`src/rtl/fx_noise_gate.sv`:
```
// fx_noise_gate -- stereo noise gate with hysteresis, hold and attack/release
// gain ramps.
//
// Ports:
//   clk, reset      single clock; synchronous active-high reset
//   sample_en       one-cycle pulse per audio sample; all state advances here
//   audio_in        signed stereo input, [0]=L, [1]=R
//   fx_threshold    open threshold, scaled x128 (close threshold is half)
//   fx_attack       gain ramp-up rate, step = (fx_attack+1)<<4 per sample
//   fx_hold         hold time in units of 16 samples
//   fx_release      gain ramp-down rate, step = (fx_release+1)<<2 per sample
//   audio_out       gated stereo output, registered, one clk after sample_en
//   gate_open       high whenever the gate state is not CLOSED
module fx_noise_gate #(
    parameter int DATA_W  = 16,
    parameter int PARAM_W = 8
) (
    input  logic                           clk,
    input  logic                           reset,
    input  logic                           sample_en,
    input  logic signed [1:0][DATA_W-1:0]  audio_in,
    input  logic        [PARAM_W-1:0]      fx_threshold,
    input  logic        [PARAM_W-1:0]      fx_attack,
    input  logic        [PARAM_W-1:0]      fx_hold,
    input  logic        [PARAM_W-1:0]      fx_release,
    output logic signed [1:0][DATA_W-1:0]  audio_out,
    output logic                           gate_open
);

    localparam logic [2:0] ST_CLOSED  = 3'd0;
    localparam logic [2:0] ST_ATTACK  = 3'd1;
    localparam logic [2:0] ST_OPEN    = 3'd2;
    localparam logic [2:0] ST_HOLD    = 3'd3;
    localparam logic [2:0] ST_RELEASE = 3'd4;

    localparam int          HOLD_W = PARAM_W + 4;
    localparam logic [15:0] UNITY  = 16'h8000;

    // |x| with the most negative code clamped to the most positive one.
    function automatic logic [DATA_W-1:0] abs_sat(input logic [DATA_W-1:0] x);
        logic [DATA_W-1:0] neg;
        neg = ~x + 1'b1;
        if (x == {1'b1, {(DATA_W-1){1'b0}}})
            return {1'b0, {(DATA_W-1){1'b1}}};
        else if (x[DATA_W-1])
            return neg;
        else
            return x;
    endfunction

    // (x * gain) >>> 15 with gain in Q1.15. Gain never exceeds unity, so the
    // shifted product always fits back into DATA_W bits.
    function automatic logic signed [DATA_W-1:0] apply_gain(
        input logic signed [DATA_W-1:0] x,
        input logic        [15:0]       g
    );
        logic signed [DATA_W+16:0] prod;
        prod = (DATA_W+17)'(x) * (DATA_W+17)'($signed({1'b0, g}));
        return DATA_W'(prod >>> 15);
    endfunction

    logic [2:0]        state;
    logic [15:0]       gain;
    logic [HOLD_W-1:0] hold_cnt;

    logic [DATA_W-1:0] level_l;
    logic [DATA_W-1:0] level_r;
    logic [31:0]       level;
    logic [31:0]       open_thr;
    logic [31:0]       close_thr;
    logic [16:0]       attack_step;
    logic [16:0]       release_step;
    logic [16:0]       gain_up;
    logic              opened;
    logic              below_close;

    always_comb begin
        level_l      = abs_sat(audio_in[0]);
        level_r      = abs_sat(audio_in[1]);
        level        = (level_l > level_r) ? 32'(level_l) : 32'(level_r);
        open_thr     = 32'(fx_threshold) << 7;
        close_thr    = open_thr >> 1;
        opened       = (level >= open_thr);
        below_close  = (level < close_thr);
        attack_step  = 17'((32'(fx_attack) + 32'd1) << 4);
        release_step = 17'((32'(fx_release) + 32'd1) << 2);
        gain_up      = {1'b0, gain} + attack_step;
    end

    // Output register: uses the gain held before this edge.
    always_ff @(posedge clk) begin
        if (reset) begin
            audio_out <= '0;
        end else if (sample_en) begin
            audio_out[0] <= apply_gain(audio_in[0], gain);
            audio_out[1] <= apply_gain(audio_in[1], gain);
        end
    end

    // Gate control: state, gain ramp and hold counter.
    always_ff @(posedge clk) begin
        if (reset) begin
            state    <= ST_CLOSED;
            gain     <= '0;
            hold_cnt <= '0;
        end else if (sample_en) begin
            case (state)
                ST_CLOSED: begin
                    gain <= '0;
                    if (opened)
                        state <= ST_ATTACK;
                end
                ST_ATTACK: begin
                    // Level is deliberately not re-checked while ramping up.
                    if (gain_up >= {1'b0, UNITY}) begin
                        gain  <= UNITY;
                        state <= ST_OPEN;
                    end else begin
                        gain <= gain_up[15:0];
                    end
                end
                ST_OPEN: begin
                    gain <= UNITY;
                    if (below_close) begin
                        state    <= ST_HOLD;
                        hold_cnt <= {fx_hold, 4'b0000};
                    end
                end
                ST_HOLD: begin
                    if (opened)
                        state <= ST_OPEN;
                    else if (hold_cnt == '0)
                        state <= ST_RELEASE;
                    else
                        hold_cnt <= hold_cnt - HOLD_W'(1);
                end
                ST_RELEASE: begin
                    // Re-trigger keeps the partial gain and ramps up from it.
                    if (opened) begin
                        state <= ST_ATTACK;
                    end else if ({1'b0, gain} <= release_step) begin
                        gain  <= '0;
                        state <= ST_CLOSED;
                    end else begin
                        gain <= gain - release_step[15:0];
                    end
                end
                default: begin
                    state <= ST_CLOSED;
                    gain  <= '0;
                end
            endcase
        end
    end

    assign gate_open = (state != ST_CLOSED);

endmodule

```
`config.mk`:
```
export PLATFORM = sky130hd
export DESIGN_NAME = fx_noise_gate
export DESIGN_NICKNAME = d
export VERILOG_FILES = /design/src/rtl/fx_noise_gate.sv
export SDC_FILE = /design/constraint.sdc
export NUM_CORES = 1
export LEC_CHECK = 0
export ABC_AREA = 1
export ABC_CLOCK_PERIOD_IN_PS = 10100
export CAP_MARGIN = 20
export CORE_ASPECT_RATIO = 0.6
export CORE_MARGIN = 2
export CORE_UTILIZATION = 60
export CTS_BUF_LIST = sky130_fd_sc_hd__clkbuf_4 sky130_fd_sc_hd__clkbuf_8
export DETAILED_ROUTE_END_ITERATION = 8
export HOLD_SLACK_MARGIN = 0.06
export PLACE_DENSITY = 0.88
export SETUP_SLACK_MARGIN = 0.05
export SLEW_MARGIN = 40
export SYNTH_ARGS = -nofsm -noshare
export SYNTH_HDL_FRONTEND = slang
export SYNTH_SLANG_ARGS = --single-unit
```
`constraint.sdc`:
```
create_clock -name clk -period 10.1 [get_ports clk]
set_input_delay 3.03 -clock clk [delete_from_list [all_inputs] [get_ports clk]]
set_output_delay 3.03 -clock clk [all_outputs]
set_load 0.05 [all_outputs]
```
==> reports/results.txt, run 1 <==
Pwr/cell area: 216 mW/mm²
Post-route design area: 0.0236 mm²
Final-stage net count: 3,736
Yosys Warn Count: 0
Critical Path End Type: register
Worst hold path type: register to register
Post-place setup slack: 0.701 ns
R2r endpoint: audio_out[25]$_SDFFE_PP0P_
WL per Instance: 17.9 µm
DR DRC count: 0
Clock insertion delay at the later pin of the skew report: 0.36 ns
Maximum frequency from static timing analysis: 0.108 GHz
Sum of negative setup slack: 0 ns
Grt ovf: 0
Via count: 19,600
Detailed Route WL: 63.1 mm
Endpoints failing hold: 0
Slew Limit Headroom: 0.372
Worst EP required: 10.35 ns
Run status: complete, no violations
Pin count of the biggest net entering global routing: 45
Worst voltage drop across the vdd grid: 242 µV
Maximum clock path buffer count: 2
Post-layout min period: 9.23 ns
Die span in x: 251 µm
Syn Std Cell Area: 0.0220 mm²
TritonCTS clock tree: done
CTS Buf Count: 9
Final GP Congestion: 1.00
Worst clock skew: 0.0107 ns
Dominant cell type by area after synthesis: fa_1
Number of gates resized after CTS: 0
Flops & latches, synth: 61
Average cell area after synthesis: 7.35 µm²
Ports placed on the boundary: 100
Antenna cells: 0
CTS hold repair buffers: 0
Most used DFF post-synth: dfxtp_1
Share of the synthesized area in the top cell type: 0.336
Antenna violations before repair: 0
Overall die height: 152 µm
Data arrival time of the critical path: 9.47 ns
FP Rows: 54
Layout cells sized above 1: 0.0424
Detailed-routing iteration count for the pre-antenna-repair pass: 6
Tot Pwr: 5.09 mW
Vias in the first global route: 20,700
Detailed placer's ending HPWL: 50.6 mm
EDFF count, synth: 0
Hold-critical path depth: 2
Area growth from synthesis to final layout: 7.15%
Clock slew seen by the registers of the worst setup and hold paths: 0.07 ns
Final Max Tran Viols: 0
Slew @ Worst Pin: 0.939 ns
Clock Tree Root: clkbuf_8
Setup repair after global routing missed its margin: no
Worst r2r src: gain[9]$_SDFFE_PP0P_
Instance count of the mapped netlist: 2,997
Startpoint of the lowest-slack hold path: audio_out[13]$_SDFFE_PP0P_
Endpoints failing setup: 0
WS Path Type: input port to register
Number of DRC markers after the initial detailed-route iteration: 2,151
Total routing resource utilization after global routing: 0.343
Average via count per standard cell: 5.57
Worst Setup Start Kind: input port
Max-Cap Viols: 0
Number of clock sinks: 61
Dominant cells by area after synthesis: fa_1 (34%), ha_1 (15%), inv_1 (13%)
Instance area at placement: 0.0234 mm²
Count of port buffers added during placement: 99
Number of distinct library cell variants in the gate-level netlist after synthesis: 55
Final worst hold slack: 0.489 ns
R2R Setup Slk: 3.45 ns
Starting Density: 0.607
Core box area: 0.0363 mm²
Global-route wire length before repair: 105 mm
Floorplan die area: 0.0383 mm²
Highest fanout seen on the critical path: 20
Fraction of registers with async set or reset after synthesis: 0
Proportion of synthesized chip area in sequential cells: 0.0554
H-tree depth: 3
Final worst slack: 0.873 ns
Post-CTS Setup Repair Bufs: 0
Share of the cycle needed by the critical path after routing: 0.914
Terminating pin of the worst hold path: audio_out[13]$_SDFFE_PP0P_
Number of cells traversed by the worst register-to-register path: 25
DRT antenna net count: 0
Leakage power: 13.4 nW
worst max path at each step:
stage,from,cells past startpoint,slack (ns),endpoint
after floorplan,audio_in[3],22,1.75,audio_out[4]$_SDFFE_PP0P_
after global placement,audio_in[10],24,0.77,audio_out[12]$_SDFFE_PP0P_
after detailed placement,audio_in[17],32,0.70,hold_cnt[6]$_SDFFE_PP0P_
after CTS,audio_in[17],32,1.07,hold_cnt[6]$_SDFFE_PP0P_
after global routing,audio_in[8],30,0.57,hold_cnt[6]$_SDFFE_PP0P_
final,audio_in[17],28,0.87,hold_cnt[6]$_SDFFE_PP0P_
sequential cells by signal, indices dropped and copies added, names as in the netlist:
register   flops
gain          14
state          3
audio_out     32
hold_cnt      12
cell usage in the layout, fill, tap and decap left out, types with 11 or more instances in the layout:
cell             Yosys  routed
a21o_1              11      11
a21oi_1            109     109
buf_4                6      31
clkdlybuf4s50_1      0      98
conb_1               2      36
dfxtp_1             61      57
fa_1               370     370
ha_1               260     260
inv_1              769     767
inv_2               12      14
nand2_1            698     698
nand3_1             86      86
nand3b_1            11      11
nand4_1             13      13
nor2_1             156     155
nor3_1              18      18
o211ai_1            14      14
o21ai_0             78      78
o21ai_1             13      13
xnor2_1             18      18
xor2_1              49      49
where the power goes:
part           switching, mW  total (mW)  internal, mW  leakage [nW]
Sequential             0.105       0.417         0.311         0.505
Clock                  0.108       0.255         0.147         0.113
Combinational           2.80        4.42          1.62          12.8
Yosys cell counts (4+ instances only):
cell type / count
inv_1: 769
nand2_1: 698
fa_1: 370
ha_1: 260
nor2_1: 156
a21oi_1: 109
nand3_1: 86
clkbuf_1: 80
o21ai_0: 78
dfxtp_1: 61
xor2_1: 49
buf_2: 26
nor3_1: 18
xnor2_1: 18
buf_1: 14
o211ai_1: 14
nand4_1: 13
o21ai_1: 13
inv_2: 12
a21o_1: 11
nand3b_1: 11
a21oi_2: 10
a31oi_1: 10
nand3_2: 10
nor2_4: 9
nand2_2: 8
o21a_1: 8
o22ai_1: 8
or2_2: 8
o21bai_1: 7
buf_4: 6
buf_6: 6
nor2_2: 5
a211oi_1: 4
nand2_4: 4
o221ai_1: 4
critical path, stage by stage:
cell and delay (ns):
clkdlybuf4s50_1 0.69, buf_4 0.31, inv_1 0.09, ha_1 0.24
nand3_2 0.15, nor2_4 0.15, nand2_1 0.12, nor2_1 0.38
a21oi_1 0.08, o21a_1 0.16, ha_1 0.28, nand4_1 0.12
nor2_1 0.17, nand3_1 0.15, nand2_1 0.21, inv_1 0.22
o21ai_0 0.63, ha_1 0.38, a21oi_1 0.17, nor2_1 0.06
a211oi_1 0.28, o211ai_1 0.13, inv_1 0.07, nand2_1 0.27
nand2_1 0.23, nand3_2 0.37, o21ai_1 0.28, nor2_1 0.06
cells by family (layout without fill, tap and decap cells):
kind of cell,Yosys count,in the layout,synth area share
other,2,36,0.000341
AOI/OAI and AO/OA,284,284,0.0743
adders and majority gates,630,630,0.484
buffers and inverters,916,928,0.161
and+or+nand+nor,1037,1037,0.199
xor gates and xnor gates,67,67,0.0266
DFF,61,61,0.0554
metrics by stage:
| step | cells | utilization |
|---|---|---|
| 2_1_floorplan | 3031 | - |
| 3_3_place_gp | 3503 | 0.644 |
| 3_5_place_dp | 3503 | 0.644 |
| 4_1_cts | 3518 | 0.650 |
| 5_1_grt | 3519 | 0.651 |
| 6_report | 3519 | 0.651 |
layout make-up:
| cell class | instances | area [µm²] |
|---|---|---|
| inverter | 782 | 2940 |
| clock inverter | 4 | 71.3 |
| tap | 476 | 596 |
| clock buffer | 11 | 145 |
| fill | 2943 | 12700 |
| timing repair buffer | 131 | 1230 |
| multi-input combinational | 2054 | 17400 |
| sequential | 61 | 1230 |
routing by layer:
metal  wire, µm  GRT usage  share of wire
met5          0          0              0
met4       1690      0.103          0.027
met3       7880     0.0880           0.12
met2      28300      0.549           0.45
met1      25200      0.460           0.40
No activity file was read; power rests on OpenSTA's default activity.
==> inputs of run 2 (changes only) <==
ABC_CLOCK_PERIOD_IN_PS = 8200   (was 10100)
CORE_ASPECT_RATIO = default   (was 0.6)
CORE_UTILIZATION = 59   (was 60)
PLACE_DENSITY = 0.9   (was 0.88)
clock period = 8.2 ns   (was 10.1 ns; I/O delays follow)
==> run 2 against run 1 <==
  * Sequential share of layout area decreased by 0.21 points
  * First-iteration DRC count is 22% lower
  * Combinational power grew 36%
  * Highest routed layer unchanged
==> reports/results.txt, run 2 (synthesized netlist as in run 1, its figures left out) <==
Number of clock sinks: 61 (unchanged)
Detailed-routing iteration count for the pre-antenna-repair pass: 6 (unchanged)
TritonCTS clock tree: done
Worst EP required: 8.52 ns (-1.83 ns)
Setup repair after global routing missed its margin: no
Run status: complete, no violations
Core box area: 0.0367 mm² (+1.1%)
H-tree depth: 3 (unchanged)
Grt ovf: 0 (unchanged)
Clock Tree Root: clkbuf_8
Floorplan die area: 0.0389 mm² (+1.5%)
DR DRC count: 0 (unchanged)
Post-CTS Setup Repair Bufs: 0 (unchanged)
Maximum frequency from static timing analysis: 0.126 GHz
Non-filler cells in the finished layout: 3,611 (+2.6%)
DRT antenna net count: 0 (unchanged)
Core utilization of the finished layout: 0.668 (+0.0176)
Layout cells sized above 1: 0.0754 (+0.0330)
Antenna violations before repair: 0 (unchanged)
Peak per-stage delay on the critical path: 0.53 ns (-0.16 ns)
Overall die height: 197 µm (+29%)
Fill count: 2,835 (-3.7%)
Data arrival time of the critical path: 8.24 ns (-1.23 ns)
Maximum clock path buffer count: 2 (unchanged)
Final GP Congestion: 0.964 (-3.8%)
Commonest non-fill, non-tap cell in the layout: inv_1
CTS Buf Count: 9 (unchanged)
Number of cells traversed by the worst register-to-register path: 23 (-8.0%)
Clock insertion delay at the later pin of the skew report: 0.38 ns (+0.02 ns)
Pin count of the biggest net entering global routing: 45 (unchanged)
Count of port buffers added during placement: 99 (unchanged)
Endpoints failing hold: 0 (unchanged)
Highest fanout seen on the critical path: 17 (-15%)
Critical Path Most Common Cell: fa_1
Slew Limit Headroom: 0.444 (+0.0721)
Ports placed on the boundary: 100 (unchanged)
Share of the cycle needed by the critical path after routing: 0.966
Max-Cap Viols: 0 (unchanged)
Post-layout min period: 7.92 ns
Hold-critical path depth: 2 (unchanged)
Highest-count cells in the layout ignoring fill and taps: inv_1 (768), nand2_1 (698), fa_1 (370), ha_1 (259), nor2_1 (155)
Average via count per standard cell: 5.42 (-2.6%)
Worst clock skew: 0.0195 ns (+0.00885 ns)
Clock slew seen by the registers of the worst setup and hold paths: 0.08 ns (about the same)
Biggest registers after layout: audio_out x32, gain x14, hold_cnt x12
Slew @ Worst Pin: 0.833 ns (-0.106 ns)
Worst r2r src: gain[11]$_SDFFE_PP0P_
WS Path Type: input port to register
R2R Setup Slk: 1.91 ns (-1.54 ns)
Starting Density: 0.600 (-0.00687)
R2r endpoint: audio_out[24]$_SDFFE_PP0P_
WL per Instance: 16.0 µm (-11%)
Pwr/cell area: 277 mW/mm² (+28%)
Critical Path End Type: register
Vias in the first global route: 20,100 (-2.8%)
Leakage power: 14.0 nW (+4.4%)
Sum of buffers and inverters on the critical path: 8 (+3)
Cell count after placement: 3,595 (+2.6%)
Worst Setup Start Kind: input port
CP max-delay cell: fa_1
CTS hold repair buffers: 0 (unchanged)
Final-stage net count: 3,835 (+2.6%)
Endpoints failing setup: 0 (unchanged)
Beginning of the critical path: audio_in[24]
Startpoint of the lowest-slack hold path: hold_cnt[1]$_SDFFE_PP0P_
Global-route wire length before repair: 96.3 mm (-8.0%)
Antenna cells: 0 (unchanged)
FP Rows: 70 (+30%)
Tot Pwr: 6.79 mW (+33%)
Worst voltage drop across the vdd grid: 286 µV (+18%)
Detailed placer's ending HPWL: 47.0 mm (-7.0%)
Area growth from synthesis to final layout: 11.3%
Via count: 19,600 (-0.066%)
Die span in x: 197 µm (-22%)
Top Family by Delay on Critical Path: adder cells
Detailed Route WL: 57.9 mm (-8.2%)
Sum of negative setup slack: 0 ns (unchanged)
Number of flip-flops under the largest register name: 32 (unchanged)
Terminating pin of the worst hold path: hold_cnt[1]$_SDFFE_PP0P_
Total routing resource utilization after global routing: 0.311 (-0.0313)
Final Max Tran Viols: 0 (unchanged)
Worst hold path type: register to register
Number of DRC markers after the initial detailed-route iteration: 1,685 (-22%)
Top register by number of flip-flops: audio_out
-- run 2: changes by cell type in the layout (fill, tap and decap cells not counted), moves of 3 or more --
| cell | change |
|---|---|
| buf_4 | +86 |
| dlymetal6s2s_1 | +5 |
| clkdlybuf4s50_1 | -6 |
| a21oi_2 | +3 |
| buf_12 | +12 |
| dfxtp_2 | +3 |
| a21oi_1 | -3 |
-- run 2: report_power, final --
group	switching (mW)	internal, mW	leakage, nW
sequential	0.125	0.383	0.505
combinational	3.49	2.51	13.4
clock	0.146	0.141	0.0996
-- run 2: worst register-to-register path, delay by kind of cell, from the launching register on --
| kind | cells | cell delay [ns] |
|---|---|---|
| adders and majority gates | 7 | 3.36 |
| buffers and inverters | 7 | 0.97 |
| AOI/OAI and AO/OA | 5 | 0.92 |
| DFF | 1 | 0.51 |
| and+or+nand+nor | 3 | 0.29 |
| xor gates and xnor gates | 1 | 0.14 |
-- run 2: layout make-up --
| cell class | instances | area, µm² | share of cell area |
|---|---|---|---|
| inverters | 782 | 2940 | 0.120 |
| clock buffers | 9 | 124 | 0.00505 |
| flip-flops and latches | 61 | 1230 | 0.0502 |
| clock inverters | 7 | 73.8 | 0.00301 |
| repair buffers | 230 | 2130 | 0.0870 |
| well taps | 468 | 586 | 0.0239 |
| multi-input cells | 2054 | 17400 | 0.711 |
-- run 2: how the worst max path moves through the flow --
stage                                       to  slack, ns  depth (start not counted)
detailed placement  audio_out[24]$_SDFFE_PP0P_      -0.23                         24
finish              audio_out[29]$_SDFFE_PP0P_       0.28                         25
floorplan            audio_out[4]$_SDFFE_PP0P_       0.42                         22
CTS                 audio_out[24]$_SDFFE_PP0P_       0.15                         24
global route        audio_out[12]$_SDFFE_PP0P_       0.06                         21
global placement    audio_out[22]$_SDFFE_PP0P_      -0.09                         24
-- run 2: stage by stage --
step	hold WS, ns	cell area (µm²)	setup slack (ns)
3_5_place_dp	0.483	24300	-0.229
5_1_grt	0.519	24500	0.0595
4_1_cts	0.494	24500	0.154
6_report	0.493	24500	0.277
2_1_floorplan	0.454	22200	0.416
3_3_place_gp	0.472	24300	-0.0855
-- run 2: per-layer routing --
layer,vias to the layer above,part of all wire,global-route usage,wire length (µm)
met4,0,0.053,0.149,3060
li1,9126,-,-,-
met1,9291,0.38,0.395,21900
met3,211,0.093,0.0468,5410
met2,956,0.48,0.525,27500
met5,-,0,0,0
-- run 2: repair_timing --
item | 4_1_cts | 5_1_grt
endpoints found under the hold margin | 0 | 0
endpoints found under the setup margin | 0 | 23
resized for setup | 0 | 17
